[config.mk]
export PLATFORM = sky130hd
export DESIGN_NAME = iter_mul
export DESIGN_NICKNAME = d
export VERILOG_FILES = /design/src/rtl/iter_mul.sv
export SDC_FILE = /design/constraint.sdc
export NUM_CORES = 1
export LEC_CHECK = 0
export ABC_AREA = 1
export BUFFER_PORTS_ARGS = -buffer_cell sky130_fd_sc_hd__buf_2
export CORE_AREA = 2 2 140 170
export CTS_CLUSTER_DIAMETER = 100
export DETAILED_ROUTE_END_ITERATION = 10
export DIE_AREA = 0 0 142 172
export HOLD_SLACK_MARGIN = 0.06
export MAX_ROUTING_LAYER = met4
export SYNTH_ARGS = -nofsm -noshare
export SYNTH_HDL_FRONTEND = slang
export SYNTH_SLANG_ARGS = --single-unit
[constraint.sdc]
create_clock -name clk_i -period 4.54 [get_ports clk_i]
set_input_delay 0.227 -clock clk_i [delete_from_list [all_inputs] [get_ports clk_i]]
set_output_delay 0.227 -clock clk_i [all_outputs]
set_load 0.1 [all_outputs]
[src/rtl/iter_mul.sv]
// iter_mul: iterative shift-add multiplier for the EX stage.
// Produces the low WIDTH bits of src1_i * src2_i, one partial product per
// cycle, and holds the pipeline through stall_o while it works. The result,
// its zero flag and its destination tag are registered and announced with a
// one-cycle valid_o pulse.
module iter_mul #(
    parameter int WIDTH     = 32,
    parameter bit EARLY_OUT = 1'b1
) (
    input  logic             clk_i,
    input  logic             rst_i,
    input  logic             start_i,
    input  logic             flush_i,
    input  logic [WIDTH-1:0] src1_i,
    input  logic [WIDTH-1:0] src2_i,
    input  logic [4:0]       rd_i,
    output logic             busy_o,
    output logic             stall_o,
    output logic             valid_o,
    output logic [WIDTH-1:0] data_o,
    output logic             zero_o,
    output logic [4:0]       rd_o
);

    // Counter must be able to hold the value WIDTH itself.
    localparam int              CW       = $clog2(WIDTH) + 1;
    localparam logic [CW-1:0]   CNT_LAST = CW'(WIDTH);

    typedef enum logic [1:0] {
        IDLE = 2'd0,
        BUSY = 2'd1,
        DONE = 2'd2
    } state_t;

    state_t state;
    state_t state_next;

    // Working registers of the current operation.
    logic [WIDTH-1:0] mcand;
    logic [WIDTH-1:0] mplier;
    logic [WIDTH-1:0] acc;
    logic [CW-1:0]    cnt;
    logic [4:0]       tag;

    // Values after one shift-add iteration.
    logic [WIDTH-1:0] acc_step;
    logic [WIDTH-1:0] mcand_step;
    logic [WIDTH-1:0] mplier_step;
    logic [CW-1:0]    cnt_step;
    logic             last_iter;

    // FSM decisions shared by the control and datapath processes.
    logic             accept;
    logic             finish;

    // One shift-add iteration and the test for whether it is the final one.
    always_comb begin
        acc_step    = mplier[0] ? (acc + mcand) : acc;
        mcand_step  = mcand << 1;
        mplier_step = mplier >> 1;
        cnt_step    = cnt + CW'(1);
        last_iter   = (cnt_step == CNT_LAST) ||
                      (EARLY_OUT && (mplier_step == '0));
    end

    // Next-state logic; flush always wins and returns to IDLE.
    always_comb begin
        // NOTE: every output of this block gets a default first so that no
        // path through the case leaves one unassigned and infers a latch.
        state_next = state;
        accept     = 1'b0;
        finish     = 1'b0;
        case (state)
            IDLE, DONE: begin
                if (start_i && !flush_i) begin
                    accept     = 1'b1;
                    state_next = BUSY;
                end else begin
                    state_next = IDLE;
                end
            end
            BUSY: begin
                if (flush_i) begin
                    state_next = IDLE;
                end else if (last_iter) begin
                    finish     = 1'b1;
                    state_next = DONE;
                end
            end
            default: state_next = IDLE;
        endcase
    end

    // State register.
    always_ff @(posedge clk_i or posedge rst_i) begin
        // NOTE: sequential state uses non-blocking assignments so every
        // register samples the values from before this clock edge.
        if (rst_i) begin
            state <= IDLE;
        end else begin
            state <= state_next;
        end
    end

    // Operand load on an accepted start, one iteration per BUSY cycle.
    always_ff @(posedge clk_i or posedge rst_i) begin
        if (rst_i) begin
            mcand  <= '0;
            mplier <= '0;
            acc    <= '0;
            cnt    <= '0;
            tag    <= '0;
        end else if (accept) begin
            mcand  <= src1_i;
            mplier <= src2_i;
            acc    <= '0;
            cnt    <= '0;
            tag    <= rd_i;
        end else if (state == BUSY && !flush_i) begin
            mcand  <= mcand_step;
            mplier <= mplier_step;
            acc    <= acc_step;
            cnt    <= cnt_step;
        end
    end

    // Result registers, written only when an unflushed operation completes.
    always_ff @(posedge clk_i or posedge rst_i) begin
        if (rst_i) begin
            data_o <= '0;
            zero_o <= 1'b0;
            rd_o   <= '0;
        end else if (finish) begin
            data_o <= acc_step;
            zero_o <= (acc_step == '0);
            rd_o   <= tag;
        end
    end

    // Status outputs; stall drops in DONE so the pipeline takes the result.
    always_comb begin
        busy_o  = (state == BUSY);
        valid_o = (state == DONE);
        stall_o = ((state == BUSY) && !flush_i) || accept;
    end

endmodule

Word level (Yosys, flattened, before mapping)
Index checks and enable logic that the tools add are counted.
{ "totals": {"regBits": 147, "in_bits": 73, "output_inout_bits": 41, "elab_cells": 43} }
{ "op_classes": {"n_addsub": 2, "n_eq_ne": 4, "mux": 18, "reduce_logical": 10} }
{ "ops": {"columns": ["cell", "count"], "rows": [
  ["32-bit 2-to-1 mux", 7],
  ["32-bit zero test", 2],
  ["32-bit adder", 1],
  ["6-bit 2-to-1 mux", 2],
  ["6-bit by 1-bit adder with 6-bit output (second input constant)", 1],
  ["6-bit == test (second input constant)", 1],
  ["1-bit 2-to-1 mux", 6],
  ["2-bit 2-to-1 mux", 2],
  ["2-bit case mux with 2 select lines", 1],
  ["3-bit by 2-bit inequality test with 1-bit output (second input constant)", 1],
  ["2-bit by 1-bit == test with 1-bit output (second input constant)", 1],
  ["2-bit == test (second input constant)", 1],
  ["1-bit logical AND", 2],
  ["2-bit zero test", 1],
  ["1-bit logical OR", 2],
  ["2-bit nonzero test", 1],
  ["2-bit OR reduction", 1],
  ["1-bit zero test", 1]
]} }

Depth between registers and ports, before layout
{ "depth": {"depth_word": 6, "ltp_mapped": 18, "mapped_depth_nobuf": 18} }

Worst setup path after synthesis
Ideal clock, no wire load.
{ "synth_path": {"kind": "register to register", "from": "register state[0]", "to": "register acc[12]", "setup_time_ns": 0.146, "t_arrival_ns": 3.185, "required_ns": 4.394, "path_slack_ns": 1.208, "stages_incl_launch_ff": 9, "path_buffers": 3, "synth_period_minus_slack_ns": 3.332, "cell_sequence": "dfrtp_1 > inv_1 > nor2_1 > nand2_1 > buf_2 > nand2_1 > buf_2 > buf_2 > o22ai_1"} }
{ "synth_between": {"elab_cells_between_ends": 8, "classes_between": "2 x eq/ne; 2 x mux; 4 x reduce/logical"} }
{ "synth_lines": {"columns": ["element", "line_no", "rtl"], "rows": [
  ["start: declaration", "35", "state_t state;"],
  ["start signal: assignment", "101", "state <= state_next;"],
  ["2-bit by 1-bit == test with 1-bit output", null, null],
  ["via busy_o", "17", "output logic busy_o,"],
  ["1-bit logical AND", "119", "end else if (state == BUSY && !flush_i) begin"],
  ["2-bit nonzero test (no source line)", null, null],
  ["end signal: assignment", "122", "acc <= acc_step;"],
  ["end: declaration", "41", "logic [WIDTH-1:0] acc;"]
]} }
The timed path passes the listed nets, and every way through them passes these cells.
A chain may end at the register's enable or synchronous reset.

Final worst setup path
{ "layout_path": {"from": "register cnt[0]", "to": "register data_o[25]"} }
{ "layout_between": {"elab_chain_len": 6} }
{ "layout_rtl": {"columns": ["element", "line_no", "rtl"], "rows": [
  ["start: declaration", "42", "logic [CW-1:0] cnt;"],
  ["start signal: assignment", "123", "cnt <= cnt_step;"],
  ["6-bit by 1-bit adder with 6-bit output", "61", "cnt_step = cnt + CW'(1);"],
  ["6-bit == test", "62", "last_iter = (cnt_step == CNT_LAST) ||"],
  ["1-bit logical OR", "62", null],
  ["1-bit 2-to-1 mux", "85", "end else if (last_iter) begin"],
  ["1-bit 2-to-1 mux", "83", "if (flush_i) begin"],
  ["1-bit 2-to-1 mux", "73", "case (state)"],
  ["end signal: assignment", "134", "data_o <= acc_step;"],
  ["end: declaration", "20", "output logic [WIDTH-1:0] data_o,"]
]} }
Every way passes these cells.

==> impl_results.md <==
- Hold Fails Final Rpt: 0
- Final WL: 26,550 um
- Dpl hpwl: 19,000 um
- Reg2reg setup slack: 1890 ps
- Fmax: 377.8 MHz
- GRT overflow: 0
- Synth top area share: 40.84%
- Routed vias/inst: 5.020
- Outcome: finished, final reports clean
- GP Congestion: 0.9559
- Vias: 8,514
- Die Y: 172 um
- Static Leak: 5.759 nW
- I/O Buffers: 113
- Initial DRC count: 494
- Ys flop type: dfrtp_1
- Antenna cells: 0
- Register bit count reported by yosys: 147
- Critical-path top delay cell: inv_2
- Reg-to-Reg End: data_o[25]
- PwrDens: 466.0 nW/um2
- Slew Limit Fails: 0
- Syn Inst Count: 1,235
- Initial DRT Pass Iterations: 5
- Crit. End Element: flip-flop
- End of the worst hold path: mcand[20]
- Ys async rst share: 100.0%
- Cell mode on critical path: nand2_1
- Max-Cap Viols: 0
- CP required: 4890 ps
- Yosys warnings: 0
- Clock Path Buffers: 2
- Setup TNS: 0 ps
- H-tree depth: 4
- Relative slew margins: 43.07%
- Worst hold path cell count: 3
- Mapped Avg Cell Area: 7.292 um2
- Post-Synthesis Net Count: 1,341
- Clock transition at path regs: 60 ps
- Worst path max stage delay: 670 ps
- Hold Crit Start: src1_i[20]
- Core footprint: 22,820 um2
- CTS tree: built
- Total CTS buffers: 17
- Minimum clock period: 2647 ps
- Worst-Margin Slew: 852.7 ps
- Worst r2r src: cnt[0]
- I/O pin count: 114
- Clk Latency, worst-skew pair: 420 ps
- Clock Skews: 6.971 ps
- ANT nets after route: 0
- WL per Instance: 15.66 um
- CTS Hold Buffers Added: 67
- First-pass GRT wire length: 42,790 um
- Row count: 61
- Initial antenna violation count: 0
- Post-cts resize count: 0
- Top-count cell post-synth: nand2_1
- Number of global-route vias before repair: 8,398
- Number of synthesized flops with an enable pin: 0
- Largest area contributor in the synthesized netlist: dfrtp_1
- Hold crit path type: input pin to flip-flop
- Critical path arrival: 3000 ps
- Crit path launch type: flip-flop
- Post-synthesis instance area: 9006 um2
- Final routed DRC violation total: 0
- Final nets: 1,506
- CTS Sinks: 147
- Final setup violation count: 0
- Cell Chain, Critical Path: ha_1 -> nand2_1 -> nor2_1 -> xor2_1 -> nand3_2 -> a21oi_4 -> inv_2 -> buf_4 -> nand2_1 -> o21ai_2
- Top cells by count, synth: nand2_1, inv_1, dfrtp_1
- Root buffer cell: clkbuf_16
- Die Width: 142 um
- Worst R2R Path Depth: 10
- Synth area leaders: dfrtp_1, nand2_1, inv_1
- Synthesis-to-layout area growth: 22.46%
- Layout cells sized above 1: 14.44%
- RSZ-0062 raised after global routing: no
- Final Cycle Share: 58.30%
- Register area share after synthesis: 40.84%
- Worst-path maximum fanout: 41
- GRT Util Overall: 23.02%
- Setup Fix Bufs, Post-CTS: 0
- Starting Density: 39.46%
- Filler cell count: 2,210
- Crit Path Class: flip-flop to flip-flop
- Largest net degree at the start of global routing: 66
- Largest vdd supply drop: 271.7 uV
- Die ar.: 24,420 um2
- Unique masters post-synth: 41
- Total power: 5.139 mW
==> kinds of logic (layout without fill, tap and decap cells) <==
logic type / after synthesis / after routing / share of synthesized area [%]
AOI/OAI and AO/OA: 184 / 184 / 14.41
xor gates and xnor gates: 14 / 14 / 1.362
adders and majority gates: 33 / 33 / 4.668
buffers and inverters: 240 / 418 / 10.86
DFF: 147 / 147 / 40.84
muxes: 1 / 1 / 0.1111
and+or+nand+nor: 616 / 616 / 27.74
==> worst max path at each step <==
stage | cells past startpoint | slack [ps] | to | startpoint
3_5_place_dp | 10 | 1900 | data_o[25] | cnt[0]
6_report | 10 | 1890 | data_o[25] | cnt[0]
4_1_cts | 10 | 1880 | data_o[25] | cnt[0]
3_3_place_gp | 15 | 1930 | zero_o | mcand[20]
2_1_floorplan | 1 | 360 | acc[0] | rst_i
5_1_grt | 10 | 1660 | data_o[25] | cnt[0]
==> final cells by class <==
cell class                      count  area, um2  share of cell area, %
Multi-Input combinational cell    848       4352                  39.46
Sequential cell                   147       3679                  33.35
Clock inverter                     12      122.6                  1.112
Inverter                          195      737.0                  6.682
Tap cell                          283      354.1                  3.210
Timing Repair Buffer              191       1319                  11.96
Clock buffer                       20      466.7                  4.231
==> cell usage in the layout (no fill, tap or decap), types with 2 or more instances in the layout <==
master | synthesis | routed
nand3b_1 | 2 | 2
buf_2 | 6 | 113
clkbuf_16 | 0 | 17
a21o_1 | 2 | 2
dlygate4sd3_1 | 0 | 67
o21a_1 | 2 | 2
o221ai_1 | 31 | 31
o21ai_1 | 3 | 3
inv_8 | 0 | 2
o21ai_2 | 34 | 34
clkinv_1 | 2 | 2
xnor2_1 | 8 | 8
nand4_1 | 7 | 7
ha_1 | 32 | 32
o21ai_0 | 38 | 38
o22ai_1 | 13 | 13
o21bai_1 | 2 | 2
nand2_1 | 450 | 449
xor2_1 | 6 | 6
inv_1 | 190 | 189
dfrtp_1 | 147 | 147
nand3_1 | 69 | 69
a22o_1 | 2 | 2
nor2_1 | 65 | 65
buf_4 | 0 | 11
clkinv_4 | 0 | 2
clkinvlp_4 | 0 | 4
inv_6 | 0 | 3
a21oi_1 | 23 | 23
nor3_1 | 7 | 7
inv_2 | 3 | 3
a31oi_1 | 2 | 2
clkbuf_8 | 1 | 3
nor4_1 | 5 | 5
o211ai_1 | 30 | 30
nand3_2 | 6 | 6
==> state kept, by name, summed over array words and instances (netlist names) <==
signal  count
tag         5
mplier     32
rd_o        5
state       2
zero_o      1
mcand      32
acc        32
cnt         6
data_o     32
==> through the flow <==
stage,hold WS (ps),cells,setup WS (ps),utilization (%),area (um2)
after floorplan,336.6,1235,361.7,-,9006
after global placement,353.8,1597,1932,42.81,9769
after detailed placement,354.6,1597,1898,42.81,9769
after CTS,62.58,1696,1876,48.33,11030
after global routing,76.29,1696,1660,48.33,11030
final,71.39,1696,1893,48.33,11030
==> critical path, delay by kind of cell (launching register included) <==
| family | cells | cell delay [ps] |
|---|---|---|
| DFF | 1 | 410 |
| and+or+nand+nor | 4 | 430 |
| buffers and inverters | 2 | 1160 |
| AOI/OAI and AO/OA | 2 | 180 |
| adders and majority gates | 1 | 220 |
| xor gates and xnor gates | 1 | 160 |
==> per-layer routing <==
metal	GRT usage [%]	vias up	part of all wire, %
met5	-	-	0
li1	-	4293	-
met2	38.69	194	49
met1	28.92	3998	45
met3	3.739	29	4.5
met4	6.348	0	1.5
==> power by group <==
group / switching (mW) / total (mW) / internal, mW
logic: 1.29 / 1.97 / 0.680
clock network: 0.601 / 1.41 / 0.810
registers: 0.197 / 1.75 / 1.56
total: 2.09 / 5.14 / 3.05
(Power assumes the default switching activity.)
